===== config.mk =====
export PLATFORM = sky130hd
export DESIGN_NAME = b2d_seq_flat
export DESIGN_NICKNAME = d
export VERILOG_FILES = /design/src/rtl/b2d_seq_if.sv /design/src/rtl/b2d_seq.sv /design/src/flat_wrapper.sv
export SDC_FILE = /design/constraint.sdc
export NUM_CORES = 1
export LEC_CHECK = 0
export ABC_AREA = 1
export CAP_MARGIN = 20
export CORE_AREA = 2 2 76 78
export DETAILED_ROUTE_END_ITERATION = 10
export DIE_AREA = 0 0 78 80
export HOLD_SLACK_MARGIN = 0.08
export PLACE_DENSITY_LB_ADDON = 0.05
export SLEW_MARGIN = 20
export SYNTH_ARGS = -nofsm -noshare
export SYNTH_HDL_FRONTEND = slang
export SYNTH_SLANG_ARGS = --single-unit
export TNS_END_PERCENT = 10

===== constraint.sdc =====
create_clock -name clk -period 1.55 [get_ports clk]
set_input_delay 0.3875 -clock clk [delete_from_list [all_inputs] [get_ports clk]]
set_output_delay 0.3875 -clock clk [all_outputs]
set_load 0.02 [all_outputs]

===== src/rtl/b2d_seq_if.sv =====
// Handshake bundle for the sequential binary-to-BCD converter.
// The requester drives start/bin; the converter returns status and the result.
interface b2d_seq_if #(
   parameter int BIN_W  = 10,
   parameter int DIGITS = 4
);
   logic                  start;
   logic [BIN_W-1:0]      bin;
   logic                  busy;
   logic                  done;
   logic [4*DIGITS-1:0]   bcd;
   logic                  neg;
   logic                  overflow;

   modport master (
      output start, bin,
      input  busy, done, bcd, neg, overflow
   );

   modport slave (
      input  start, bin,
      output busy, done, bcd, neg, overflow
   );
endinterface


===== src/rtl/b2d_seq.sv =====
// Sequential double-dabble converter: one input bit per clock, optional signed
// magnitude mode and a sticky overflow flag when DIGITS is too small.
module b2d_seq #(
   parameter int BIN_W  = 10,
   parameter int DIGITS = 4,
   parameter int SIGNED = 0
) (
   input  logic       clk,
   input  logic       reset_n,
   b2d_seq_if.slave   bus
);
   localparam int CW = $clog2(BIN_W + 1);
   localparam int DW = 4 * DIGITS;

   typedef enum logic [1:0] {IDLE, SHIFT, FIN} state_t;

   state_t            state;
   logic [BIN_W-1:0]  shreg;
   logic [DW-1:0]     work;
   logic              work_ovf;
   logic              work_neg;
   logic [CW-1:0]     count;
   logic              busy_q;
   logic              done_q;
   logic [DW-1:0]     bcd_q;
   logic              neg_q;
   logic              ovf_q;

   logic [BIN_W-1:0]  mag;
   logic              is_neg;
   logic [DW-1:0]     adj;
   logic [DW-1:0]     work_next;
   logic              ovf_out;

   // Negating the most negative value wraps to 2^(BIN_W-1), which is its true magnitude.
   always_comb begin
      is_neg = (SIGNED != 0) && bus.bin[BIN_W-1];
      mag    = is_neg ? (~bus.bin + BIN_W'(1)) : bus.bin;
   end

   always_comb begin
      adj = work;
      for (int k = 0; k < DIGITS; k++) begin
         if (work[4*k +: 4] >= 4'd5) begin
            adj[4*k +: 4] = work[4*k +: 4] + 4'd3;
         end
      end
      work_next = {adj[DW-2:0], shreg[BIN_W-1]};
      ovf_out   = adj[DW-1];
   end

   always_ff @(posedge clk or negedge reset_n) begin
      if (!reset_n) begin
         state    <= IDLE;
         shreg    <= '0;
         work     <= '0;
         work_ovf <= 1'b0;
         work_neg <= 1'b0;
         count    <= '0;
         busy_q   <= 1'b0;
         done_q   <= 1'b0;
         bcd_q    <= '0;
         neg_q    <= 1'b0;
         ovf_q    <= 1'b0;
      end else begin
         case (state)
            IDLE, FIN: begin
               done_q <= 1'b0;
               if (bus.start) begin
                  shreg    <= mag;
                  work     <= '0;
                  work_ovf <= 1'b0;
                  work_neg <= is_neg;
                  count    <= CW'(BIN_W);
                  busy_q   <= 1'b1;
                  state    <= SHIFT;
               end else begin
                  state    <= IDLE;
               end
            end
            SHIFT: begin
               shreg    <= shreg << 1;
               work     <= work_next;
               work_ovf <= work_ovf | ovf_out;
               count    <= count - CW'(1);
               // Results load on the final shift so they are already valid during FIN.
               if (count == CW'(1)) begin
                  busy_q <= 1'b0;
                  done_q <= 1'b1;
                  bcd_q  <= work_next;
                  ovf_q  <= work_ovf | ovf_out;
                  neg_q  <= work_neg;
                  state  <= FIN;
               end
            end
            default: state <= IDLE;
         endcase
      end
   end

   assign bus.busy     = busy_q;
   assign bus.done     = done_q;
   assign bus.bcd      = bcd_q;
   assign bus.neg      = neg_q;
   assign bus.overflow = ovf_q;
endmodule

===== src/flat_wrapper.sv =====
// flat-port wrapper written by rule: the top's interface ports become plain ports
module b2d_seq_flat 
#(
   parameter int BIN_W  = 10,
   parameter int DIGITS = 4,
   parameter int SIGNED = 0
)
  (clk, reset_n, bus_start, bus_bin, bus_busy, bus_done, bus_bcd, bus_neg, bus_overflow);
  b2d_seq_if #(.BIN_W(BIN_W), .DIGITS(DIGITS)) bus_i ();
  input  logic clk;
  input  logic reset_n;
  input wire logic [$bits(bus_i.start)-1:0] bus_start;
  input wire logic [$bits(bus_i.bin)-1:0] bus_bin;
  output wire logic [$bits(bus_i.busy)-1:0] bus_busy;
  output wire logic [$bits(bus_i.done)-1:0] bus_done;
  output wire logic [$bits(bus_i.bcd)-1:0] bus_bcd;
  output wire logic [$bits(bus_i.neg)-1:0] bus_neg;
  output wire logic [$bits(bus_i.overflow)-1:0] bus_overflow;
  assign bus_i.start = bus_start;
  assign bus_i.bin = bus_bin;
  assign bus_busy = bus_i.busy;
  assign bus_done = bus_i.done;
  assign bus_bcd = bus_i.bcd;
  assign bus_neg = bus_i.neg;
  assign bus_overflow = bus_i.overflow;
  b2d_seq #(.BIN_W(BIN_W), .DIGITS(DIGITS), .SIGNED(SIGNED)) u_core (.clk(clk), .reset_n(reset_n), .bus(bus_i));
endmodule

==> run summary <==
Fin crit period: 1413 ps
Syn Nets: 312
CTS tree: done
Setup TNS: 0 ps
Worst Path Arrival: 1660 ps
Remaining Overflow, GRT: 0
Drt drc: 0
Syn Inst Count: 289
Final Cell Area: 3022 um^2
Largest net degree at the start of global routing: 53
Max Cap Viol: 0
Pre-antenna DRT Iters: 4
Number of global-route vias before repair: 1953
Place WS: -20.40 ps
Fin cells: 400
CTS sink cnt: 52
Root buf cell: clkbuf_8
DP Cell Count: 391
Dpl hpwl: 3.500 mm
1st-iter DRT viols: 63
Critical Path Fanout Max: 4
I/O Pins: 33
Routed vias/inst: 4.925
Crit path cell chain: inv_1 > ha_1 > inv_1 > o21ai_1 > nand2_2 > nand2_1 > nand3_1 > nand2_1
Register area share after synthesis: 0.5205
Worst-path clk slew: 90 ps
Final net count: 350
Share of cells above drive strength 1: 0.08841
Antenna-violating nets left: 0
Setup Viol. Count Final: 0
Initial antenna violation count: 0
Netlist Area Pre-Place: 2500 um^2
PortBufs: 31
H-Tree Depth: 2
WS Path Type: flop to flop
Final WL: 5.083 mm
WL/cell: 12.71 um
CP startpoint kind: flop
Period utilisation layout: 0.9114
GPL Wtd Cong: 0.7967
Die Span X: 78 um
Site row count: 27
Max incr delay on CP: 420 ps
Area added between synthesis and finish: 20.87%
Number of synthesized register bits: 52
Mapped Avg Cell Area: 8.650 um^2
Total track usage: 0.1798
Outcome: complete, no violations
Final Skew: 4.472 ps
Num CTS Buffers: 5
Reg2Reg Depth: 8
Fill count: 545
Placed cell area: 2907 um^2
PD cells: 2158 nW/um^2
Final Hold Viols: 0
Setup Buffers After CTS: 0
Total die area: 6240 um^2
Initial core utilization: 0.4625
First-pass GRT wire length: 8.776 mm
Diodes inserted: 0
Clk_lat worst skew: 300 ps
Tightest Hold Check Type: flop to flop
Fin. max-slew vios: 0
Maximum resistive drop on vdd: 0.9842 mV
Synth cell types: 24
Worst setup EP type: flop
Die H: 80 um
Setup slack after layout: 137.3 ps
WP data required: 1800 ps
Slowest stage cell, crit path: dfrtp_1
Worst-case clock buffer depth: 2
Core area: 5405 um^2
LEAKAGE: 1.576 nW
F_max: 707.9 MHz
Number of cells on the worst hold path: 2
Synth warnings: 0
Via count: 1970
## sequential cells by signal, indices dropped and copies added, names as in the netlist
name	count
u_core.bus.overflow	1
u_core.work	16
u_core.bus.bcd	16
u_core.count	4
u_core.work_ovf	1
u_core.shreg	10
u_core.bus.done	1
u_core.state	2
u_core.bus.busy	1
## synthesized netlist by cell type
library cell / count / area, um^2
nand2_1: 93 / 349.1
dfrtp_1: 52 / 1301
inv_1: 36 / 135.1
nand3_1: 32 / 160.2
o21ai_0: 21 / 105.1
ha_1: 10 / 125.1
o221ai_1: 7 / 61.31
o211ai_1: 5 / 37.54
o22ai_1: 5 / 31.28
buf_4: 4 / 30.03
buf_6: 3 / 33.78
nand2_2: 3 / 18.77
a21oi_1: 2 / 10.01
buf_2: 2 / 10.01
inv_2: 2 / 7.510
nor2_1: 2 / 7.510
o21ai_1: 2 / 10.01
o21ai_2: 2 / 17.52
a22oi_2: 1 / 12.51
a31oi_1: 1 / 6.260
conb_1: 1 / 3.750
nor2_2: 1 / 6.260
nor2_4: 1 / 11.26
xnor2_1: 1 / 8.760
## metrics by stage
stage,hold slack (ps),util,power [mW]
3_5_place_dp,403.4,0.5377,5.700
5_1_grt,492.2,0.5590,7.129
3_3_place_gp,406.4,0.5377,5.629
4_1_cts,484.5,0.5586,6.576
6_report,477.0,0.5590,6.521
2_1_floorplan,91.91,-,4.630
## placed cells by master (no fill, tap or decap), drive strengths merged
master,instances
bufinv,1
dlygate4sd3,1
o21ai,25
clkbuf,7
nand3,32
inv,38
conb,1
xnor2,1
o22ai,5
o211ai,5
dfrtp,52
dlygate4sd2,19
nor2,4
clkdlybuf4s50,11
buf,9
nand2,96
ha,10
o221ai,7
a21oi,2
a22oi,1
a31oi,1
## where the power goes
group          internal, mW  switching, mW  total (mW)  leakage (nW)
sequential             1.99          0.383        2.37         0.647
combinational          1.17           1.96        3.13         0.864
clock                 0.570          0.447        1.02        0.0645
total                  3.73           2.79        6.52          1.58
## cells by family after synthesis
family                   count (synthesis)  synth area share
adder cells (fa/ha/maj)                 10           0.05005
other                                    1          0.001500
XOR/XNOR                                 1          0.003504
AND/OR/NAND/NOR                        132            0.2212
flip-flops                              52            0.5205
buffers and inverters                   47           0.08659
AO/OA/AOI/OAI                           46            0.1166
## routing by layer
layer  GRT usage  wire (um)  part of all wire  vias up
met2      0.2888       2356              0.46       23
met1      0.2432       2524              0.50      930
met4     0.06140         68             0.013        0
met5           0          0                 0        -
met3     0.03733        132             0.026        5
li1            -          -                 -     1012
## worst paths after layout
path | start | endpoint | slack, ps
max | u_core.work[5] | u_core.bus.bcd[5] | 140
min | u_core.bus.bcd[1] | u_core.bus.bcd[1] | 480
max reg2reg | u_core.work[5] | u_core.bus.bcd[5] | 140
min reg2reg | u_core.bus.bcd[1] | u_core.bus.bcd[1] | 480
max in group asynchronous | reset_n | u_core.state[1] | 710
min in group asynchronous | reset_n | u_core.bus.bcd[10] | 600
## worst max-delay path, delay by kind of cell (launching register included)
kind	cells	cell delay [ps]
flops	1	420
compound gates	1	220
buf+inv	2	160
simple gates	4	370
fa+ha+maj	1	180
## repair_timing
item | in CTS | in global routing
setup endpoints to repair | 19 | 19
pin swaps | 0 | 0
hold buffers | 1 | 0
resized for setup | 19 | 5
endpoints found under the hold margin | 52 | 0
## cell type report
class | instances | area, um^2 | share of cell area
tap | 72 | 90.09 | 0.02981
timing repair buffer | 40 | 376.6 | 0.1246
inverter | 38 | 142.6 | 0.04721
multi-input combinational | 190 | 984.7 | 0.3259
sequential | 52 | 1301 | 0.4306
clock inverter | 1 | 30.03 | 0.009938
clock buffer | 7 | 96.34 | 0.03188
(Power assumes the default switching activity.)
